**config.mk**
```make
export PLATFORM = sky130hd
export DESIGN_NAME = load_store_unit
export DESIGN_NICKNAME = d
export VERILOG_FILES = /design/src/rtl/load_store_unit.sv
export SDC_FILE = /design/constraint.sdc
export NUM_CORES = 1
export LEC_CHECK = 0
export CAP_MARGIN = 20
export CORE_ASPECT_RATIO = 1.2
export CORE_UTILIZATION = 44
export DETAILED_ROUTE_END_ITERATION = 7
export HOLD_SLACK_MARGIN = 0.05
export PLACE_DENSITY = 0.91
export SLEW_MARGIN = 20
export SYNTH_ARGS = -nofsm -noshare
export SYNTH_HDL_FRONTEND = slang
export SYNTH_SLANG_ARGS = --single-unit
export TNS_END_PERCENT = 50
```
**constraint.sdc**
```tcl
create_clock -name clk -period 2.75 [get_ports clk]
set_clock_uncertainty 0.05 [all_clocks]
set_input_delay 0.6875 -clock clk [delete_from_list [all_inputs] [get_ports clk]]
set_output_delay 0.6875 -clock clk [all_outputs]
set_load 0.005 [all_outputs]
```
**src/rtl/load_store_unit.sv**
```systemverilog
// -----------------------------------------------------------------------------
// load_store_unit
//
// Data-memory access stage that sits after the ALU. The ALU result is the
// effective byte address of a load or store; the block runs one
// request/acknowledge transaction on the data bus, aligns and extends load
// data, and stalls the core until the access has finished. Misaligned
// addresses and illegal funct3 codes complete as faults without touching the
// bus. An access with no acknowledge for TIMEOUT cycles is aborted as a bus
// error.
//
// Ports
//   clk, rst_n        clock (rising edge), asynchronous active-low reset
//   mem_read          current instruction is a load
//   mem_write         current instruction is a store (wins over mem_read)
//   funct3            size/sign: 000 B, 001 H, 010 W, 100 BU, 101 HU
//   alu_result        effective byte address
//   write_data        store data (rs2)
//   stall             core holds PC / register write while high
//   done              one-cycle completion pulse
//   read_data         extended load result, valid while done
//   misaligned        misalignment / illegal-code fault, valid while done
//   bus_err           timeout fault, valid while done
//   bus_req/we/addr/be/wdata  registered bus request
//   bus_ack           slave accepts; bus_rdata valid in the same cycle
//   bus_rdata         read data from slave
// -----------------------------------------------------------------------------
module load_store_unit #(
  parameter int unsigned TIMEOUT = 255
) (
  input  logic        clk,
  input  logic        rst_n,
  input  logic        mem_read,
  input  logic        mem_write,
  input  logic [2:0]  funct3,
  input  logic [31:0] alu_result,
  input  logic [31:0] write_data,
  output logic        stall,
  output logic        done,
  output logic [31:0] read_data,
  output logic        misaligned,
  output logic        bus_err,
  output logic        bus_req,
  output logic        bus_we,
  output logic [31:0] bus_addr,
  output logic [3:0]  bus_be,
  output logic [31:0] bus_wdata,
  input  logic        bus_ack,
  input  logic [31:0] bus_rdata
);

  typedef enum logic [1:0] {
    IDLE   = 2'd0,
    ACCESS = 2'd1,
    DONE   = 2'd2
  } state_t;

  localparam logic [7:0] LAST_WAIT = 8'(TIMEOUT - 1);

  state_t      state_reg;
  logic [7:0]  wait_cnt_reg;
  logic [2:0]  f3_reg;
  logic [1:0]  offset_reg;
  logic        fault_reg;
  logic        err_reg;

  logic        access_req;
  logic        illegal;
  logic        unaligned;
  logic [3:0]  be_next;
  logic [31:0] wdata_next;
  logic [31:0] shifted;
  logic [31:0] load_ext;

  // ---------------------------------------------------------------------------
  // Request decode (only meaningful in IDLE)
  // ---------------------------------------------------------------------------
  assign access_req = mem_read | mem_write;

  // 011, 11x are never legal; the unsigned variants (1xx) only exist for loads.
  assign illegal = (funct3 == 3'b011) || (funct3[2:1] == 2'b11) ||
                   (mem_write && funct3[2]);

  // funct3[1:0] gives the size for both signed and unsigned codes.
  assign unaligned = ((funct3[1:0] == 2'b01) && alu_result[0]) ||
                     ((funct3[1:0] == 2'b10) && (alu_result[1:0] != 2'b00));

  always_comb begin
    be_next = 4'b1111;
    case (funct3[1:0])
      2'b00:   be_next = 4'b0001 << alu_result[1:0];
      2'b01:   be_next = 4'b0011 << alu_result[1:0];
      default: be_next = 4'b1111;
    endcase
  end

  // Store data is replicated across lanes so the enabled lanes always carry
  // the right bytes regardless of the address offset.
  genvar gi;
  generate
    for (gi = 0; gi < 4; gi++) begin : g_wdata_lane
      assign wdata_next[8*gi +: 8] =
          (funct3[1:0] == 2'b00) ? write_data[7:0] :
          (funct3[1:0] == 2'b01) ? write_data[8*(gi % 2) +: 8] :
                                   write_data[8*gi +: 8];
    end
  endgenerate

  // ---------------------------------------------------------------------------
  // Load alignment and extension
  // ---------------------------------------------------------------------------
  assign shifted = bus_rdata >> {offset_reg, 3'b000};

  always_comb begin
    load_ext = shifted;
    case (f3_reg)
      3'b000:  load_ext = {{24{shifted[7]}},  shifted[7:0]};
      3'b001:  load_ext = {{16{shifted[15]}}, shifted[15:0]};
      3'b100:  load_ext = {24'd0, shifted[7:0]};
      3'b101:  load_ext = {16'd0, shifted[15:0]};
      default: load_ext = shifted;
    endcase
  end

  // ---------------------------------------------------------------------------
  // Control FSM with registered bus request
  // ---------------------------------------------------------------------------
  always_ff @(posedge clk or negedge rst_n) begin
    if (!rst_n) begin
      state_reg    <= IDLE;
      wait_cnt_reg <= 8'd0;
      f3_reg       <= 3'd0;
      offset_reg   <= 2'd0;
      fault_reg    <= 1'b0;
      err_reg      <= 1'b0;
      read_data    <= 32'd0;
      bus_req      <= 1'b0;
      bus_we       <= 1'b0;
      bus_addr     <= 32'd0;
      bus_be       <= 4'd0;
      bus_wdata    <= 32'd0;
    end else begin
      case (state_reg)
        IDLE: begin
          if (access_req) begin
            f3_reg     <= funct3;
            offset_reg <= alu_result[1:0];
            err_reg    <= 1'b0;
            if (illegal || unaligned) begin
              state_reg <= DONE;
              fault_reg <= 1'b1;
              read_data <= 32'd0;
            end else begin
              state_reg    <= ACCESS;
              fault_reg    <= 1'b0;
              wait_cnt_reg <= 8'd0;
              bus_req      <= 1'b1;
              bus_we       <= mem_write;
              bus_addr     <= {alu_result[31:2], 2'b00};
              bus_be       <= be_next;
              bus_wdata    <= wdata_next;
            end
          end
        end

        ACCESS: begin
          // An acknowledge in the final wait cycle still completes normally.
          if (bus_ack) begin
            state_reg <= DONE;
            bus_req   <= 1'b0;
            read_data <= bus_we ? 32'd0 : load_ext;
          end else if (wait_cnt_reg == LAST_WAIT) begin
            state_reg <= DONE;
            bus_req   <= 1'b0;
            err_reg   <= 1'b1;
            read_data <= 32'd0;
          end else begin
            wait_cnt_reg <= wait_cnt_reg + 8'd1;
          end
        end

        DONE:    state_reg <= IDLE;
        default: state_reg <= IDLE;
      endcase
    end
  end

  assign done       = (state_reg == DONE);
  assign misaligned = done && fault_reg;
  assign bus_err    = done && err_reg;
  assign stall      = (state_reg == ACCESS) || ((state_reg == IDLE) && access_req);

endmodule

```
==> results of run 1 <==
-- synthesized netlist by cell type (all sizes together) --
cell type and number:
conb 1, mux2i 42, o22a 1, or3b 1, and4 1, a311o 1, xnor2 1, clkbuf 20
nor3 3, nand2b 3, or2 2, a221o 17, ha 2, or3 2, nor3b 1, inv 5
a31oi 1, a32o 1, or4 4, o21a 1, nand2 153, nand3 3, a311oi 1, mux2 9
o31ai 3, nor2b 4, dfrtp 117, and2 2, o21ai 22, o22ai 2, a21oi 55, o211a 1
a211oi 1, buf 14, nand4 1, o211ai 1, o2bb2ai 16, and3 1, nor2 44
-- final cells by class --
class / instances / area, um^2 / area share, %
Multi-Input combinational cell: 405 / 2340 / 27.8
Inverter: 5 / 18.8 / 0.223
Sequential cell: 117 / 2930 / 34.8
Timing Repair Buffer: 234 / 2320 / 27.6
Tap cell: 157 / 196 / 2.33
Clock inverter: 10 / 155 / 1.84
Clock buffer: 20 / 457 / 5.43
-- per-stage QoR --
step	utilization, %	setup TNS, ps	std cells	hold slack [ps]
6_report	71.4	0	948	86.0
5_1_grt	71.4	0	948	87.8
4_1_cts	71.3	0	947	79.6
3_5_place_dp	66.1	-662	917	412
3_3_place_gp	66.1	-301	917	407
2_1_floorplan	-	0	561	342
-- worst register-to-register path: cells and delay by family (launching register included) --
family	cells	cell delay (ps)
fa+ha+maj	1	200
compound gates	3	700
simple gates	2	560
buf+inv	1	70
flops	1	420
-- kinds of logic (layout without fill, tap and decap cells) --
kind of cell | after synthesis | after routing
fa+ha+maj | 2 | 2
buf+inv | 39 | 269
simple gates | 225 | 225
flops | 117 | 117
compound gates | 124 | 124
mux | 51 | 51
other cells | 1 | 2
xor+xnor | 1 | 1
-- worst paths after layout --
path                                        startpoint                     endpoint  slack (ps)
setup / recovery                             mem_write                        stall          80
hold / removal                                   rst_n     read_data[1]$_DFFE_PN0P_          90
setup reg to reg           wait_cnt_reg[0]$_DFFE_PN0P_  wait_cnt_reg[6]$_DFFE_PN0P_         670
hold reg to reg               bus_addr[19]$_DFFE_PN0P_     bus_addr[19]$_DFFE_PN0P_         420
max in group asynchronous                        rst_n    bus_wdata[29]$_DFFE_PN0P_        1920
min in group clk              bus_addr[19]$_DFFE_PN0P_     bus_addr[19]$_DFFE_PN0P_         420
-- routing by layer --
layer / up-vias / global-route usage (%) / part of all wire, %
met3: 38 / 8.93 / 8.1
li1: 2385 / - / -
met1: 2453 / 29.0 / 38
met5: - / 0 / 0
met2: 230 / 46.8 / 51
met4: 0 / 11.7 / 2.7
-- power groups by stage --
stage               Combinational [mW]  Sequential [mW]  Clock (mW)
floorplan                         1.45             2.89           0
global placement                  3.40             2.88           0
detailed placement                3.52             2.92           0
CTS                               3.54             2.91        2.33
global route                      3.84             2.99        2.40
finish                            3.52             2.92        2.30
-- timing repair --
action	CTS	global route
hold buffers	0	0
resized for setup	1	0
endpoints found under the setup margin	1	0
==> impl_summary.log, run 1 <==
[metrics] remaining design rule violation count: 0
[metrics] Regs by FF count: bus_wdata: 32 flops, read_data: 32 flops, bus_addr: 30 flops
[metrics] latest clock arrival within the worst-skew pair: between 400 and 500 ps
[metrics] via count: 5106
[metrics] Final HPWL DP: approximately 12000 um
[metrics] die height: 123 um
[metrics] count of standard-cell rows: 43
[metrics] master cell of the clock root buffer: clkbuf_16
[metrics] Ant. Diodes: 0
[metrics] setup repair bufs after CTS: 0
[metrics] simple-gate area share of the yosys netlist: between 15 and 20%
[metrics] Core Footprint: 11800 um^2
[metrics] initial core utilization: 45.8%
[metrics] post-synthesis compound-gate area fraction: 15.1%
[metrics] Reg power frac: roughly a third
[metrics] horizontal die dimension: 103 um
[metrics] power per unit of standard cell area: a little over 1000 nW/um^2
[metrics] crit path kind: input pin to output pin
[metrics] DRC violation total after the first TritonRoute iteration: 277
[metrics] routability congestion estimate: 0.853
[metrics] Top-Level Pins: 210
[metrics] routed wirelength normalized by instance count: 17.3 um
[metrics] critical path buffer and inverter count: 2
[metrics] Worst EP required: approximately 2000 ps
[metrics] number of endpoints with negative hold slack in the final report: 0
[metrics] Worst Hold Class: input pin to asynchronous set/reset pin
[metrics] multiplexer share of the synthesized area: 9.66%
[metrics] CP dominant cell by count: clkdlybuf4s50_1
[metrics] outcome: finished clean
[metrics] post-detailed-route via-to-cell ratio: approximately 5.4
[metrics] first-pass GRT wire length: 25500 um
[metrics] number of synthesized register bits: 117
[metrics] clock tree from TritonCTS: done
[metrics] main combinational cell family by area after synthesis: simple AND/OR/NAND/NOR gates
[metrics] proportion of netlist area held by the largest area contributor: approximately 54%
[metrics] most common cell after layout, fill and taps aside: clkdlybuf4s50_1
[metrics] synthesized cell area: around 5400 um^2
[metrics] fraction of synthesized cell area in xor and xnor cells: 0.162%
[metrics] CP top delay family: buffers and inverters
[metrics] largest fanout on the critical path: 3
[metrics] leakage: ~3.8 nW
[metrics] cell taking the most area after synthesis: dfrtp_1
[metrics] cell area after placement: roughly 7800 um^2
[metrics] net switching power of the design: 2.79 mW
[metrics] Routed Wire Length: 16400 um
[metrics] grt total ovfl: 0
[metrics] portion of the clock cycle consumed by the worst path in the final layout: 97.0%
[metrics] number of warnings issued by yosys: 0
[metrics] CTS H-tree depth: 4
[metrics] final worst slack: 81.1 ps
[metrics] worst-case reg-to-reg path depth: 7
[metrics] via count of the first global-routing pass: ~5300
[metrics] number of library cell types mapped by synthesis: 45
[metrics] Max-Slew Margin vs Limit: 42.9%
[metrics] Filler Cells Inserted: 798
[metrics] crit path cell chain: clkdlybuf4s50_1 > nor3_2 > nor2_1 > clkdlybuf4s50_1
[metrics] slowest library cell on the worst path: clkdlybuf4s50_1
[metrics] number of buffers inserted by port buffering: between 200 and 250
[metrics] Finish-stage setup viols: 0
[metrics] final period demand of the worst path: 2670 ps
[metrics] Worst setup EP type: output pin
[metrics] critical path data arrival time: between 1500 and 2000 ps
[metrics] register clock-pin slew on the reported worst setup and hold paths: 50 ps
[metrics] cell types with the largest area share after synthesis: dfrtp_1 54%, nand2_1 11%, mux2i_1 7.8%
[metrics] Adder-Cell Fraction of Synth Area: less than 1%
[metrics] nets: 886
[metrics] switching fraction of total power: about a third
[metrics] sequential share of the synthesized area: about 54%
[metrics] number of iterations in the first detailed-routing pass: 5
[metrics] Max VDD drop: about 0.56 mV
[metrics] worst slack at placement: -178 ps
[metrics] relative contribution of combinational cells to total power: 40.3%
[metrics] Clock Power Share: 26.3%
[metrics] Num CTS Buffers: 17
[metrics] full die area: 12700 um^2
[metrics] maximum number of pins on one net before global-route repair: 75
[metrics] initial antenna violation count: 0
[metrics] commonest non-fill, non-tap cells in the layout: 206 x clkdlybuf4s50_1, 152 x nand2_1, 117 x dfrtp_1, 54 x a21oi_1, 44 x nor2_1
[metrics] path length in cells of the critical path: 4
[metrics] share of final-layout standard cells stronger than drive strength 1: 9.61%
[metrics] DRT antenna net count: 0
[metrics] Design Power: 8.74 mW
[metrics] area of all placed cells without fillers: 8410 um^2
[metrics] Area growth syn-to-layout: 55.8%
[metrics] unrepaired setup endpoints after global routing: false
[metrics] Clock Tree Buf Depth: 2
[metrics] total number of clock tree sinks: ~120
[metrics] slew of the pin with the lowest slew margin: 850 ps
[metrics] max capacitance violation total: 0
[metrics] Max Transition Viols Final: 0
[metrics] highest clock rate: 0.375 GHz
[metrics] Synth Area per Inst: ~9.6 um^2
[metrics] delay of the slowest critical-path stage: 450 ps
[metrics] startpoint class of the critical path: input pin
[metrics] all-layer global routing usage: 26.7%
[metrics] cell internal power dissipation: 5.95 mW
[metrics] number of instances in the synthesized netlist: 560
Power figures use the tool's default switching activity.
==> run 2, diff against run 1 <==
--- a/config.mk
+++ b/config.mk
@@ -7,10 +7,10 @@
 export LEC_CHECK = 0
 export CAP_MARGIN = 20
 export CORE_ASPECT_RATIO = 1.2
-export CORE_UTILIZATION = 44
+export CORE_UTILIZATION = 47
 export DETAILED_ROUTE_END_ITERATION = 7
 export HOLD_SLACK_MARGIN = 0.05
-export PLACE_DENSITY = 0.91
+export PLACE_DENSITY = 0.95
 export SLEW_MARGIN = 20
 export SYNTH_ARGS = -nofsm -noshare
 export SYNTH_HDL_FRONTEND = slang
==> constraint.sdc (replaced) <==
create_clock -name clk -period 3.3 [get_ports clk]
set_clock_uncertainty 0.05 [all_clocks]
set_input_delay 0.825 -clock clk [delete_from_list [all_inputs] [get_ports clk]]
set_output_delay 0.825 -clock clk [all_outputs]
set_load 0.005 [all_outputs]
==> impl_summary.log, run 2 (synthesis results as in run 1) <==
[metrics] portion of the clock cycle consumed by the worst path in the final layout: 95.4%
[metrics] detailed-routed wire length on met2: 8780 um (was 8410 um)
[metrics] Max Transition Viols Final: 0 (unchanged)
[metrics] via count: 5113 (was 5106)
[metrics] maximum number of pins on one net before global-route repair: 85 (was 75)
[metrics] fin cells: 935 (was 948)
[metrics] setup repair bufs after CTS: 0 (unchanged)
[metrics] number of buffers inserted by port buffering: 207 (unchanged)
[metrics] highest clock rate: 0.318 GHz
[metrics] slowest library cell on the worst path: clkdlybuf4s50_1 (unchanged)
[metrics] final core occ: 75.1% (was 71.4%)
[metrics] DR top layer: met4 (unchanged)
[metrics] crit path kind: input pin to output pin (unchanged)
[metrics] Worst setup EP type: output pin (unchanged)
[metrics] Num CTS Buffers: 17 (unchanged)
[metrics] die height: 119 um (was 123 um)
[metrics] max capacitance violation total: 0 (unchanged)
[metrics] placed instance count: 903 (was 917)
[metrics] clock tree from TritonCTS: done (unchanged)
[metrics] Worst Hold Class: input pin to asynchronous set/reset pin (unchanged)
[metrics] share of final-layout standard cells stronger than drive strength 1: 8.07% (was 9.61%)
[metrics] Finish-stage setup viols: 0 (unchanged)
[metrics] first-pass GRT wire length: 27000 um (was 25500 um)
[metrics] full die area: 11900 um^2 (was 12700 um^2)
[metrics] number of endpoints with negative hold slack in the final report: 0 (unchanged)
[metrics] total number of clock tree sinks: 117 (unchanged)
[metrics] quantity of hold-fixing buffers added after cts: 0 (unchanged)
[metrics] nets: 874 (was 886)
[metrics] switching fraction of total power: 32.2% (was 31.9%)
[metrics] master cell of the clock root buffer: clkbuf_16 (unchanged)
[metrics] unrepaired setup endpoints after global routing: false (unchanged)
[metrics] Reg power frac: 33.1% (was 33.4%)
[metrics] Clock Power Share: 27.7% (was 26.3%)
[metrics] Top-Level Pins: 210 (unchanged)
[metrics] cell internal power dissipation: 5.01 mW (was 5.95 mW)
[metrics] CP dominant cell by count: clkdlybuf4s50_1 (unchanged)
[metrics] number of iterations in the first detailed-routing pass: 6 (was 5)
[metrics] power per unit of standard cell area: 886 nW/um^2 (was 1040 nW/um^2)
[metrics] Regs by FF count: bus_wdata: 32 flops, read_data: 32 flops, bus_addr: 30 flops (unchanged)
[metrics] outcome: finished clean (unchanged)
[metrics] DRC violation total after the first TritonRoute iteration: 349 (was 277)
[metrics] Design Power: 7.38 mW (was 8.74 mW)
[metrics] initial antenna violation count: 0 (unchanged)
[metrics] CTS H-tree depth: 4 (unchanged)
[metrics] all-layer global routing usage: 29.7% (was 26.7%)
[metrics] count of standard-cell rows: 42 (was 43)
[metrics] DRT antenna net count: 0 (unchanged)
[metrics] largest fanout on the critical path: 5 (was 3)
[metrics] register clock-pin slew on the reported worst setup and hold paths: 50 ps (about the same)
[metrics] latest clock arrival within the worst-skew pair: 410 ps (about the same)
[metrics] horizontal die dimension: 99.9 um (was 103 um)
[metrics] metal1 wirelength: 6430 um (was 6220 um)
[metrics] Clock Tree Buf Depth: 2 (unchanged)
[metrics] Routed Wire Length: 17200 um (was 16400 um)
[metrics] initial core utilization: 48.7% (was 45.8%)
[metrics] Max-Slew Margin vs Limit: 33.5% (was 42.9%)
[metrics] crit path cell chain: clkdlybuf4s50_1 > nor3_1 > nor2_1 > clkdlybuf4s50_1 (was clkdlybuf4s50_1 > nor3_2 > nor2_1 > clkdlybuf4s50_1)
[metrics] routability congestion estimate: 0.886 (was 0.853)
[metrics] grt total ovfl: 0 (unchanged)
[metrics] delay of the slowest critical-path stage: 490 ps (was 450 ps)
[metrics] leakage: 3.73 nW (was 3.78 nW)
[metrics] most common cell after layout, fill and taps aside: clkdlybuf4s50_1 (unchanged)
[metrics] final period demand of the worst path: 3150 ps
[metrics] routed wirelength normalized by instance count: 18.4 um (was 17.3 um)
[metrics] startpoint class of the critical path: input pin (unchanged)
[metrics] Final HPWL DP: 12100 um (was 12000 um)
[metrics] Max VDD drop: 0.513 mV (was 0.560 mV)
[metrics] remaining design rule violation count: 0 (unchanged)
[metrics] via count of the first global-routing pass: 5354 (was 5284)
[metrics] Ant. Diodes: 0 (unchanged)
[metrics] total met3 wirelength after detailed routing: 1520 um (was 1330 um)
[metrics] relative contribution of combinational cells to total power: 39.3% (was 40.3%)
[metrics] Area growth syn-to-layout: 54.2% (was 55.8%)
[metrics] Worst EP required: 2420 ps (was 2010 ps)
[metrics] post-detailed-route via-to-cell ratio: 5.47 (was 5.39)
[metrics] slew of the pin with the lowest slew margin: 989 ps (was 850 ps)
[metrics] commonest non-fill, non-tap cells in the layout: 206 x clkdlybuf4s50_1, 152 x nand2_1, 117 x dfrtp_1, 54 x a21oi_1, 44 x nor2_1 (unchanged)
[metrics] Core Footprint: 11100 um^2 (was 11800 um^2)
[metrics] critical path data arrival time: 2270 ps (was 1930 ps)
[metrics] sum of negative setup slack: 0 ps (unchanged)
[metrics] cts repair resizes: 0 (was 1)
[metrics] net switching power of the design: 2.37 mW (was 2.79 mW)
-- run 2: cell count changes in the layout (fill, tap and decap cells not counted), sizes merged --
| cell | previous run | this run |
|---|---|---|
| buf | 28 | 16 |
| bufinv | 4 | 5 |
| clkinvlp | 2 | 1 |
| clkbuf | 20 | 23 |
| clkinv | 4 | 3 |
-- run 2: final cells by class --
type / count / area (um^2)
Sequential cell: 117 / 2930
Fill cell: 678 / 2760
Multi-Input combinational cell: 405 / 2330
Timing Repair Buffer: 222 / 2210
Clock buffer: 23 / 478
Tap cell: 154 / 193
Clock inverter: 9 / 173
Inverter: 5 / 18.8
-- run 2: routing by layer --
metal,global-route usage [%],vias up
met3,9.45,35
met4,14.9,0
li1,-,2350
met1,32.7,2459
met5,0,-
met2,51.2,269
-- run 2: final timing paths --
kind	from	end	slack (ps)	cells past startpoint
min	rst_n	read_data[16]$_DFFE_PN0P_	370	1
max reg2reg	offset_reg[0]$_DFFE_PN0P_	read_data[11]$_DFFE_PN0P_	1100	5
min in group clk	bus_wdata[3]$_DFFE_PN0P_	bus_wdata[3]$_DFFE_PN0P_	420	2
max in group asynchronous	rst_n	bus_wdata[27]$_DFFE_PN0P_	2040	2
min reg2reg	bus_wdata[3]$_DFFE_PN0P_	bus_wdata[3]$_DFFE_PN0P_	420	2
max	mem_write	stall	150	4
-- run 2: power groups by stage --
stage | logic (mW) | registers [mW] | clock network (mW)
finish | 2.90 | 2.44 | 2.04
global route | 3.13 | 2.50 | 2.13
CTS | 2.90 | 2.44 | 2.06
detailed placement | 2.85 | 2.44 | 0
global placement | 2.75 | 2.40 | 0
floorplan | 1.21 | 2.41 | 0
-- run 2: critical path, delay by kind of cell --
kind	cells	cell delay, ps
buffers and inverters	2	960
AND/OR/NAND/NOR	2	490
-- run 2: through the flow --
step | cell area [um^2] | worst slack, ps | hold slack, ps
CTS | 8330 | 162 | 371
finish | 8330 | 152 | 367
global route | 8330 | 51.3 | 399
floorplan | 5410 | 820 | 392
detailed placement | 7680 | 178 | 416
global placement | 7680 | 230 | 408
==> run 3, diff against run 2 <==
--- a/config.mk
+++ b/config.mk
@@ -5,9 +5,10 @@
 export SDC_FILE = /design/constraint.sdc
 export NUM_CORES = 1
 export LEC_CHECK = 0
+export ABC_AREA = 1
 export CAP_MARGIN = 20
 export CORE_ASPECT_RATIO = 1.2
-export CORE_UTILIZATION = 47
+export CORE_UTILIZATION = 49
 export DETAILED_ROUTE_END_ITERATION = 7
 export HOLD_SLACK_MARGIN = 0.05
 export PLACE_DENSITY = 0.95
==> impl_summary.log, run 3 <==
[metrics] outcome: complete, but fails checks (was finished clean)
[metrics] violations in the final reports: design-rule violations
[metrics] cell area after placement: 7910 um^2 (was 7680 um^2)
[metrics] total number of clock tree sinks: 117 (unchanged)
[metrics] remaining design rule violation count: 3 (was 0)
[metrics] placed instance count: 1103 (was 903)
[metrics] slowest library cell on the worst path: clkdlybuf4s50_1 (unchanged)
[metrics] most common flop cell mapped by yosys: dfrtp_1 (unchanged)
[metrics] setup repair bufs after CTS: 0 (unchanged)
[metrics] CTS H-tree depth: 4 (unchanged)
[metrics] number of library cell types mapped by synthesis: 33 (was 45)
[metrics] relative contribution of combinational cells to total power: 40.5% (was 39.3%)
[metrics] clock tree from TritonCTS: done (unchanged)
[metrics] cts repair resizes: 0 (unchanged)
[metrics] net switching power of the design: 2.46 mW (was 2.37 mW)
[metrics] DRT antenna net count: 0 (unchanged)
[metrics] cell taking the most area after synthesis: dfrtp_1 (unchanged)
[metrics] Num CTS Buffers: 17 (unchanged)
[metrics] CP top delay family: buffers and inverters (unchanged)
[metrics] crit path cell chain: clkdlybuf4s50_1 > nor2_1 > nand2_1 > nand2_1 > inv_1 > clkdlybuf4s50_1 (was clkdlybuf4s50_1 > nor3_1 > nor2_1 > clkdlybuf4s50_1)
[metrics] portion of the clock cycle consumed by the worst path in the final layout: 89.4% (was 95.4%)
[metrics] leakage: 4.17 nW (was 3.73 nW)
[metrics] number of iterations in the first detailed-routing pass: 8 (was 6)
[metrics] latest clock arrival within the worst-skew pair: 410 ps (about the same)
[metrics] Max VDD drop: 0.489 mV (was 0.513 mV)
[metrics] Routed Wire Length: 17300 um (was 17200 um)
[metrics] startpoint class of the critical path: input pin (unchanged)
[metrics] worst slack at placement: 350 ps (was 178 ps)
[metrics] fraction of synthesis flops using an asynchronous set or reset pin: 100% (unchanged)
[metrics] power per unit of standard cell area: 831 nW/um^2 (was 886 nW/um^2)
[metrics] number of endpoints with negative hold slack in the final report: 0 (unchanged)
[metrics] unrepaired setup endpoints after global routing: false (unchanged)
[metrics] Regs by FF count: bus_wdata: 32 flops, read_data: 32 flops, bus_addr: 30 flops (unchanged)
[metrics] Final HPWL DP: 12200 um (was 12100 um)
[metrics] Ant. Diodes: 0 (unchanged)
[metrics] post-detailed-route via-to-cell ratio: 5.20 (was 5.47)
[metrics] routability congestion estimate: 0.871 (was 0.886)
[metrics] Finish-stage setup viols: 0 (unchanged)
[metrics] Reg power frac: 33.0% (was 33.1%)
[metrics] number of enable-type register cells in the synthesized netlist: 0 (unchanged)
[metrics] all-layer global routing usage: 29.0% (was 29.7%)
[metrics] fin cells: 1135 (was 935)
[metrics] register clock-pin slew on the reported worst setup and hold paths: 50 ps (about the same)
[metrics] number of instances in the synthesized netlist: 769 (was 560)
[metrics] quantity of hold-fixing buffers added after cts: 0 (unchanged)
[metrics] area of all placed cells without fillers: 8510 um^2 (was 8330 um^2)
[metrics] proportion of netlist area held by the largest area contributor: 50.3% (was 54.2%)
[metrics] Core Footprint: 11600 um^2 (was 11100 um^2)
[metrics] share of final-layout standard cells stronger than drive strength 1: 6.03% (was 8.07%)
[metrics] most common cell after layout, fill and taps aside: nand2_1 (was clkdlybuf4s50_1)
[metrics] delay of the slowest critical-path stage: 500 ps (was 490 ps)
[metrics] Worst EP required: 2420 ps (about the same)
[metrics] synthesized cell area: 5820 um^2 (was 5400 um^2)
[metrics] sum of negative setup slack: 0 ps (unchanged)
[metrics] highest clock rate: 0.339 GHz (was 0.318 GHz)
[metrics] number of warnings issued by yosys: 0 (unchanged)
[metrics] final worst slack: 351 ps (was 152 ps)
[metrics] Synth Area per Inst: 7.57 um^2 (was 9.65 um^2)
[metrics] Area growth syn-to-layout: 46.1% (was 54.2%)
[metrics] Worst setup EP type: output pin (unchanged)
[metrics] max capacitance violation total: 0 (unchanged)
[metrics] Filler Cells Inserted: 852 (was 678)
[metrics] number of synthesized register bits: 117 (unchanged)
[metrics] cell types with the largest area share after synthesis: dfrtp_1 50%, nand2_1 23%, o21ai_0 4.9% (was dfrtp_1 54%, nand2_1 11%, mux2i_1 7.8%)
[metrics] Clock Tree Buf Depth: 2 (unchanged)
[metrics] Max-Slew Margin vs Limit: 53.4% (was 33.5%)
[metrics] final worst hold slack: 343 ps (was 367 ps)
[metrics] number of buffers inserted by port buffering: 207 (unchanged)
[metrics] via count: 5906 (was 5113)
[metrics] Max Transition Viols Final: 0 (unchanged)
[metrics] master cell of the clock root buffer: clkbuf_16 (unchanged)
[metrics] count of standard-cell rows: 43 (was 42)
[metrics] most frequently used cell type in the post-synthesis netlist: nand2_1 (unchanged)
[metrics] DRC violation total after the first TritonRoute iteration: 396 (was 349)
[metrics] nets: 1071 (was 874)
[metrics] Top-Level Pins: 210 (unchanged)
[metrics] crit path kind: input pin to output pin (unchanged)
[metrics] commonest cells in the netlist: 349 x nand2_1, 117 x dfrtp_1, 57 x o21ai_0 (was 153 x nand2_1, 117 x dfrtp_1, 55 x a21oi_1)
[metrics] critical path buffer and inverter count: 3 (was 2)
[metrics] initial core utilization: 50.3% (was 48.7%)
[metrics] full die area: 12300 um^2 (was 11900 um^2)
[metrics] routed wirelength normalized by instance count: 15.3 um (was 18.4 um)
[metrics] maximum number of pins on one net before global-route repair: 81 (was 85)
[metrics] grt total ovfl: 0 (unchanged)
[metrics] Worst Hold Class: input pin to asynchronous set/reset pin (unchanged)
[metrics] initial antenna violation count: 0 (unchanged)
[metrics] first-pass GRT wire length: 27200 um (was 27000 um)
[metrics] largest fanout on the critical path: 3 (was 5)
[metrics] slew of the pin with the lowest slew margin: 697 ps (was 989 ps)
[metrics] cell internal power dissipation: 4.61 mW (was 5.01 mW)
[metrics] commonest non-fill, non-tap cells in the layout: 349 x nand2_1, 206 x clkdlybuf4s50_1, 117 x dfrtp_1, 57 x o21ai_0, 50 x nor2_1 (was 206 x clkdlybuf4s50_1, 152 x nand2_1, 117 x dfrtp_1, 54 x a21oi_1, 44 x nor2_1)
[metrics] horizontal die dimension: 102 um (was 99.9 um)
[metrics] switching fraction of total power: 34.8% (was 32.2%)
[metrics] Clock Power Share: 26.5% (was 27.7%)
[metrics] sequential share of the synthesized area: 50.3% (was 54.2%)
[metrics] final period demand of the worst path: 2950 ps (was 3150 ps)
[metrics] die height: 121 um (was 119 um)
[metrics] critical path data arrival time: 2070 ps (was 2270 ps)
[metrics] via count of the first global-routing pass: 5622 (was 5354)
[run 3: cell count changes after synthesis, moves of 25 or more]
cell,delta
nand3_1,+31
mux2i_1,-42
a21oi_1,-28
nand2_1,+196
inv_1,+25
o21ai_0,+37
[run 3: power by group through the flow]
stage	sequential [mW]	combinational (mW)	clock, mW
global placement	2.33	2.76	0
global route	2.39	3.15	1.95
floorplan	2.32	1.39	0
finish	2.34	2.86	1.87
detailed placement	2.33	2.84	0
CTS	2.33	2.86	1.89
[run 3: worst paths after layout]
kind | cells past startpoint | slack (ps) | from | end
worst max-delay path | 6 | 350 | mem_write | stall
worst min-delay path | 1 | 340 | rst_n | read_data[11]$_DFFE_PN0P_
worst max register to register | 9 | 1270 | wait_cnt_reg[0]$_DFFE_PN0P_ | read_data[25]$_DFFE_PN0P_
worst min register to register | 2 | 420 | bus_req$_DFFE_PN0P_ | bus_req$_DFFE_PN0P_
max in group asynchronous | 2 | 2180 | rst_n | bus_wdata[0]$_DFFE_PN0P_
min in group clk | 2 | 420 | bus_req$_DFFE_PN0P_ | bus_req$_DFFE_PN0P_
[run 3: final cells by class]
cell class	instances	area (um^2)	area share, %
multi-input cells	571	2460	29.0
inverters	41	154	1.81
clock inverters	9	126	1.49
well taps	157	196	2.31
clock buffers	23	468	5.50
repair buffers	217	2170	25.5
flip-flops and latches	117	2930	34.4
[run 3: metrics by stage]
step,total power [mW],util (%)
finish,7.07,73.5
global route,7.50,73.5
CTS,7.08,73.5
detailed placement,5.17,68.4
global placement,5.09,68.4
floorplan,3.71,-
[run 3: cell families after synthesis]
family,synth area share (%)
buffers and inverters,7.44
adders and majority gates,0.430
xor gates and xnor gates,0.451
AOI/OAI and AO/OA,10.1
other,0.0644
DFF,50.3
and+or+nand+nor,31.3
[run 3: layer usage]
| metal | GRT usage [%] | part of all wire, % |
|---|---|---|
| met2 | 49.3 | 50 |
| met4 | 12.0 | 3.0 |
| met1 | 34.0 | 39 |
| met5 | 0 | 0 |
| met3 | 8.41 | 8.4 |
